**src/rtl/seq_bin_to_bcd_if.sv**
```systemverilog
// Handshake and data bundle between a conversion requester and seq_bin_to_bcd.
// The requester drives start/bin; the converter drives result and status.
interface seq_bin_to_bcd_if #(
  parameter int unsigned WIDTH  = 16,
  parameter int unsigned DIGITS = 5
);
  logic                  start;
  logic [WIDTH-1:0]      bin;
  logic [4*DIGITS-1:0]   bcd;
  logic                  busy;
  logic                  done;
  logic                  overflow;

  modport master (output start, bin, input bcd, busy, done, overflow);
  modport slave  (input start, bin, output bcd, busy, done, overflow);
endinterface

```
**src/rtl/seq_bin_to_bcd.sv**
```systemverilog
// Sequential binary-to-BCD converter (double dabble), one input bit per clock.
// Result and overflow are held in output registers until the next completion.
module seq_bin_to_bcd #(
  parameter int unsigned WIDTH  = 16,
  parameter int unsigned DIGITS = 5
) (
  input  logic             clk,
  input  logic             reset,
  seq_bin_to_bcd_if.slave  bus
);

  localparam int unsigned BCD_W = 4 * DIGITS;
  localparam int unsigned CNT_W = $clog2(WIDTH + 1);

  typedef enum logic [1:0] {
    IDLE  = 2'd0,
    SHIFT = 2'd1,
    DONE  = 2'd2
  } state_t;

  state_t             r_state;
  logic [WIDTH-1:0]   r_shift;
  logic [BCD_W-1:0]   r_scratch;
  logic [BCD_W-1:0]   r_bcd;
  logic [CNT_W-1:0]   r_cnt;
  logic               r_sticky;
  logic               r_ovf;
  logic               r_busy;
  logic               r_done;

  logic [BCD_W-1:0]   w_adj;
  logic [BCD_W:0]     w_shifted;
  logic               w_sticky;

  // Add-3 adjust on every digit >= 5, each digit wraps independently
  always_comb begin
    w_adj = '0;
    for (int unsigned k = 0; k < DIGITS; k++) begin
      if (r_scratch[4*k +: 4] >= 4'd5) begin
        w_adj[4*k +: 4] = r_scratch[4*k +: 4] + 4'd3;
      end else begin
        w_adj[4*k +: 4] = r_scratch[4*k +: 4];
      end
    end
  end

  // Top bit is the bit leaving the scratch register this cycle
  assign w_shifted = {w_adj, r_shift[WIDTH-1]};
  assign w_sticky  = r_sticky | w_shifted[BCD_W];

  always_ff @(posedge clk) begin
    if (reset) begin
      r_state   <= IDLE;
      r_shift   <= '0;
      r_scratch <= '0;
      r_bcd     <= '0;
      r_cnt     <= '0;
      r_sticky  <= 1'b0;
      r_ovf     <= 1'b0;
      r_busy    <= 1'b0;
      r_done    <= 1'b0;
    end else begin
      r_done <= 1'b0;
      case (r_state)
        IDLE: begin
          if (bus.start) begin
            r_shift   <= bus.bin;
            r_scratch <= '0;
            r_sticky  <= 1'b0;
            r_cnt     <= CNT_W'(WIDTH);
            r_busy    <= 1'b1;
            r_state   <= SHIFT;
          end
        end
        SHIFT: begin
          r_scratch <= w_shifted[BCD_W-1:0];
          r_shift   <= r_shift << 1;
          r_sticky  <= w_sticky;
          r_cnt     <= r_cnt - CNT_W'(1);
          if (r_cnt == CNT_W'(1)) begin
            r_bcd   <= w_shifted[BCD_W-1:0];
            r_ovf   <= w_sticky;
            r_busy  <= 1'b0;
            r_done  <= 1'b1;
            r_state <= DONE;
          end
        end
        DONE: begin
          r_state <= IDLE;
        end
        default: begin
          r_busy  <= 1'b0;
          r_state <= IDLE;
        end
      endcase
    end
  end

  assign bus.bcd      = r_bcd;
  assign bus.busy     = r_busy;
  assign bus.done     = r_done;
  assign bus.overflow = r_ovf;

endmodule

```
**src/flat_wrapper.sv**
```systemverilog
// flat-port wrapper written by rule: the top's interface ports become plain ports
module seq_bin_to_bcd_flat 
#(
  parameter int unsigned WIDTH  = 16,
  parameter int unsigned DIGITS = 5
)
  (clk, reset, bus_start, bus_bin, bus_bcd, bus_busy, bus_done, bus_overflow);
  seq_bin_to_bcd_if #(.WIDTH(WIDTH), .DIGITS(DIGITS)) bus_i ();
  input  logic clk;
  input  logic reset;
  input wire logic [$bits(bus_i.start)-1:0] bus_start;
  input wire logic [$bits(bus_i.bin)-1:0] bus_bin;
  output wire logic [$bits(bus_i.bcd)-1:0] bus_bcd;
  output wire logic [$bits(bus_i.busy)-1:0] bus_busy;
  output wire logic [$bits(bus_i.done)-1:0] bus_done;
  output wire logic [$bits(bus_i.overflow)-1:0] bus_overflow;
  assign bus_i.start = bus_start;
  assign bus_i.bin = bus_bin;
  assign bus_bcd = bus_i.bcd;
  assign bus_busy = bus_i.busy;
  assign bus_done = bus_i.done;
  assign bus_overflow = bus_i.overflow;
  seq_bin_to_bcd #(.WIDTH(WIDTH), .DIGITS(DIGITS)) u_core (.clk(clk), .reset(reset), .bus(bus_i));
endmodule
```
**config.mk**
```make
export PLATFORM = sky130hd
export DESIGN_NAME = seq_bin_to_bcd_flat
export DESIGN_NICKNAME = d
export VERILOG_FILES = /design/src/rtl/seq_bin_to_bcd_if.sv /design/src/rtl/seq_bin_to_bcd.sv /design/src/flat_wrapper.sv
export SDC_FILE = /design/constraint.sdc
export NUM_CORES = 1
export LEC_CHECK = 0
export ABC_AREA = 1
export BUFFER_PORTS_ARGS = -buffer_cell sky130_fd_sc_hd__clkbuf_2
export CORE_MARGIN = 2
export CORE_UTILIZATION = 30
export CTS_BUF_LIST = sky130_fd_sc_hd__clkbuf_16
export DETAILED_ROUTE_END_ITERATION = 10
export HOLD_SLACK_MARGIN = 0.03
export SLEW_MARGIN = 5
export SYNTH_ARGS = -nofsm -noshare
export SYNTH_HDL_FRONTEND = slang
export SYNTH_SLANG_ARGS = --single-unit
```
**constraint.sdc**
```tcl
create_clock -name clk -period 1.3 [get_ports clk]
set_input_delay 0.195 -clock clk [delete_from_list [all_inputs] [get_ports clk]]
set_output_delay 0.195 -clock clk [all_outputs]
set_load 0.1 [all_outputs]
```
==> results.txt <==
----------------------------------------------------
[STA]
  Worst-case headroom to the max-slew limit ... 80.59%
  Time the final worst path needs with I/O delays and setup ... 1.245 ns
  Fin crit share ... 95.74%
  Final-report max-slew violation count ... 0
  Clock Skew ... 0.003921 ns
  Final hold viol count ... 0
  Unrepaired setup endpoints after global routing ... true
  Final setup violating endpoints ... 0
  Maximum achievable frequency ... 803.5 MHz
  Sum Neg Setup Slack ... 0 ns
  Actual transition at the worst max-transition pin ... 0.2912 ns
  Post-route setup slack ... 0.05538 ns

[Place]
  Routability congestion estimate ... 0.8073
  Post-DP Area ... 3960 um2
  # port buffers ... 41
  Pre-CTS setup slack ... -0.02699 ns
  Final HPWL from detailed placement ... 5104 um

[Power and ir drop]
  Combinational share of power ... 12.7%
  Peak supply drop ... 0.6395 mV
  Total power density per cell area ... 1138 nW/um2
  Sequential cell fraction of total power ... 42.8%
  Power share of the clock group ... 44.5%
  Switching power share of the total ... 25.27%
  Leakage power ... 1.974 nW
  Internal Power ... 3.809 mW
  Net Switching ... 1.288 mW

[Global route]
  Number of global-route vias before repair ... 2896
  Initial antenna violation count ... 0
  GRT Max-Usage Layer ... met2
  Met3 demand-to-capacity share in global routing ... 4.540%
  Pin count of the biggest net entering global routing ... 25
  Global-route wire length before repair ... 12600 um
  Met1 usage ... 16.17%
  Total routing resource utilization after global routing ... 13.70%
  Global route overflow ... 0
  Met2 Track Usage GR ... 23.69%

[Min path]
  Class of the tightest hold or removal check ... primary input to register

[Yosys]
  Main synth FF type ... sky130_fd_sc_hd__dfxtp_1
  Number of flops mapped to enable cells by yosys ... 0
  Cell types occupying the most area after synthesis ... sky130_fd_sc_hd__dfxtp_1, sky130_fd_sc_hd__nand2_1, sky130_fd_sc_hd__nand3_1, sky130_fd_sc_hd__a21oi_1, sky130_fd_sc_hd__inv_1
  Synthesized flop and latch total ... 67
  Yosys synthesis warning count ... 0
  Number of distinct library cells after synthesis ... 27
  Post-synthesis async set-or-reset flop share ... 0%
  Post-synthesis cell count ... 446
  Post-synthesis net count ... 477
  Post-synthesis instance area ... 3203 um2
  Mean instance size in the synthesized netlist ... 7.182 um2
  Share of Yosys cell area claimed by the top area cell type ... 41.88%
  Largest area contributor in the synthesized netlist ... sky130_fd_sc_hd__dfxtp_1
  Sequential fraction of the synthesis area ... 41.87%

[Clock network]
  Clock Pin Slew Worst Setup and Hold Paths ... 0.05 ns
  Total CTS buffers ... 9
  Clock root cell ... sky130_fd_sc_hd__clkbuf_16
  Clock Path Buffers ... 2
  Later-pin clock latency in the skew report ... 0.33 ns
  Max H-tree Level ... 3
  Clk sinks ... 67
  Hold-fix buffer count after cts ... 0
  TritonCTS clock tree ... built

[Critical path]
  Category of the worst setup path launch point ... register
  Arrival @ worst endpoint ... 1.50 ns
  Slowest Stage Delay on Critical Path ... 0.37 ns
  Buffers plus inverters on the worst setup path ... 1
  Standard cell with the maximum stage delay on the critical path ... sky130_fd_sc_hd__dfxtp_4
  Largest driver fanout on the critical path ... 4
  Required time at the endpoint of the critical path ... 1.55 ns
  Sort of element at the end of the critical path ... register
  Dominant delay contributor by cell family on the critical path ... flip-flops
  Crit Path Class ... register to register
  Sequence of cells on the critical path ... inv_1 > ha_1 > or2_2 > a21oi_1

[Floorplan]
  Die boundary height ... 107.3 um
  Num rows ... 37
  Area inside the core boundary ... 10320 um2
  Die Width ... 107.3 um
  Area of the die ... 11520 um2
  Initial Util ... 31.03%
  IO Pins ... 42

[Finish]
  Final net count ... 538
  Ant. Diodes ... 0
  Share of final-layout standard cells stronger than drive strength 1 ... 27.40%
  Fillcell total ... 1002
  P&R area growth vs syn ... 39.80%
  Area of combinational cells with multiple inputs ... 1700 um2
  Final design area excluding fillers ... 4478 um2
  Layout Utilization ... 43.38%
  Sequential standard cell area ... 1353 um2

[Drt]
  DRC violations left ... 0
  Number of design-rule violations left by the first detailed-router iteration ... 100
  Final ANT Viol Nets ... 0
  Drt pass-1 iters ... 5
  Routed WL per cell ... 11.95 um
  Routed WL ... 7734 um
  Vias per inst ... 4.725
  Total number of vias ... 3057

[Status]
  Status ... finished clean

[Flow run]
  Number of maximum-capacitance violations ... 0

----------------------------------------------------
-- cells in the final DEF (no fill, tap or decap), drive strengths merged --
master	count
nor2	22
a31oi	10
bufinv	1
nand2	145
or2	1
clkbuf	28
o211ai	1
ha	12
a21oi	35
clkinv	5
o21ai	28
nand3	47
nand4	10
mux2i	1
inv	50
dfxtp	67
buf	48
-- synthesized netlist by cell type, types with 9 or more instances --
cell,instances
sky130_fd_sc_hd__inv_1,45
sky130_fd_sc_hd__nand4_1,10
sky130_fd_sc_hd__dfxtp_1,67
sky130_fd_sc_hd__o21ai_2,9
sky130_fd_sc_hd__o21ai_0,14
sky130_fd_sc_hd__ha_1,12
sky130_fd_sc_hd__a21oi_1,35
sky130_fd_sc_hd__nand2_1,141
sky130_fd_sc_hd__a31oi_1,10
sky130_fd_sc_hd__nand3_1,46
sky130_fd_sc_hd__nor2_1,20
-- stage by stage --
step / hold WS [ns] / std cells / power [mW]
floorplan: 0.3379 / 446 / 2.622
global placement: 0.4273 / 625 / 2.809
detailed placement: 0.4364 / 625 / 2.816
CTS: 0.08958 / 641 / 5.106
global route: 0.1180 / 647 / 5.300
finish: 0.09677 / 647 / 5.097
-- kinds of logic after synthesis --
logic type	count (synthesis)	synth area share [%]
buf+inv	67	9.609
flops	67	41.88
simple gates	225	30.43
compound gates	74	13.09
fa+ha+maj	12	4.687
mux	1	0.3125
-- routing by layer --
layer	vias up	share of wire, %
li1	1577	-
met3	10	5.5
met1	1393	44
met4	0	1.3
met2	77	49
met5	-	0
-- sequential cells by signal, indices dropped and copies added, names as in the netlist --
register / count
u_core.bus.overflow: 1
u_core.bus.done: 1
u_core.bus.busy: 1
u_core.r_state: 2
u_core.bus.bcd: 20
u_core.r_scratch: 20
u_core.r_shift: 16
u_core.r_cnt: 5
u_core.r_sticky: 1
-- cell type report --
class                   count  share of cell area [%]
well taps                 136                   3.800
clock buffers               9                   5.029
multi-input cells         312                   37.97
repair buffers             67                   17.60
flip-flops and latches     67                   30.20
clock inverters             6                   1.090
inverters                  50                   4.303
-- worst reg2reg max path: stages, from the launching register on --
cell,delay (ns)
sky130_fd_sc_hd__dfxtp_4,0.37
sky130_fd_sc_hd__inv_1,0.07
sky130_fd_sc_hd__ha_1,0.29
sky130_fd_sc_hd__or2_2,0.30
sky130_fd_sc_hd__a21oi_1,0.16
-- what timing repair did --
action | in CTS | in global routing
resized for setup | 6 | 52
pin swaps | 2 | 9
endpoints found under the setup margin | 19 | 53
buffers inserted | 1 | 4
gates cloned | 0 | 2
-- final timing paths --
| check | from | end | slack [ns] | depth (start not counted) |
|---|---|---|---|---|
| worst max-delay path | u_core.r_cnt[0] | u_core.r_cnt[1] | 0.06 | 4 |
| worst min-delay path | bus_bin[0] | u_core.r_shift[0] | 0.1 | 3 |
| worst max register to register | u_core.r_cnt[0] | u_core.r_cnt[1] | 0.06 | 4 |
| worst min register to register | u_core.r_cnt[0] | u_core.r_cnt[0] | 0.47 | 1 |
-- power groups by stage --
stage	clock, mW	sequential [mW]	combinational (mW)
after floorplan	0	2.31	0.310
after detailed placement	0	2.22	0.596
after global placement	0	2.22	0.591
after CTS	2.32	2.18	0.606
final	2.27	2.18	0.647
after global routing	2.40	2.19	0.709
No activity file was read; power rests on OpenSTA's default activity.
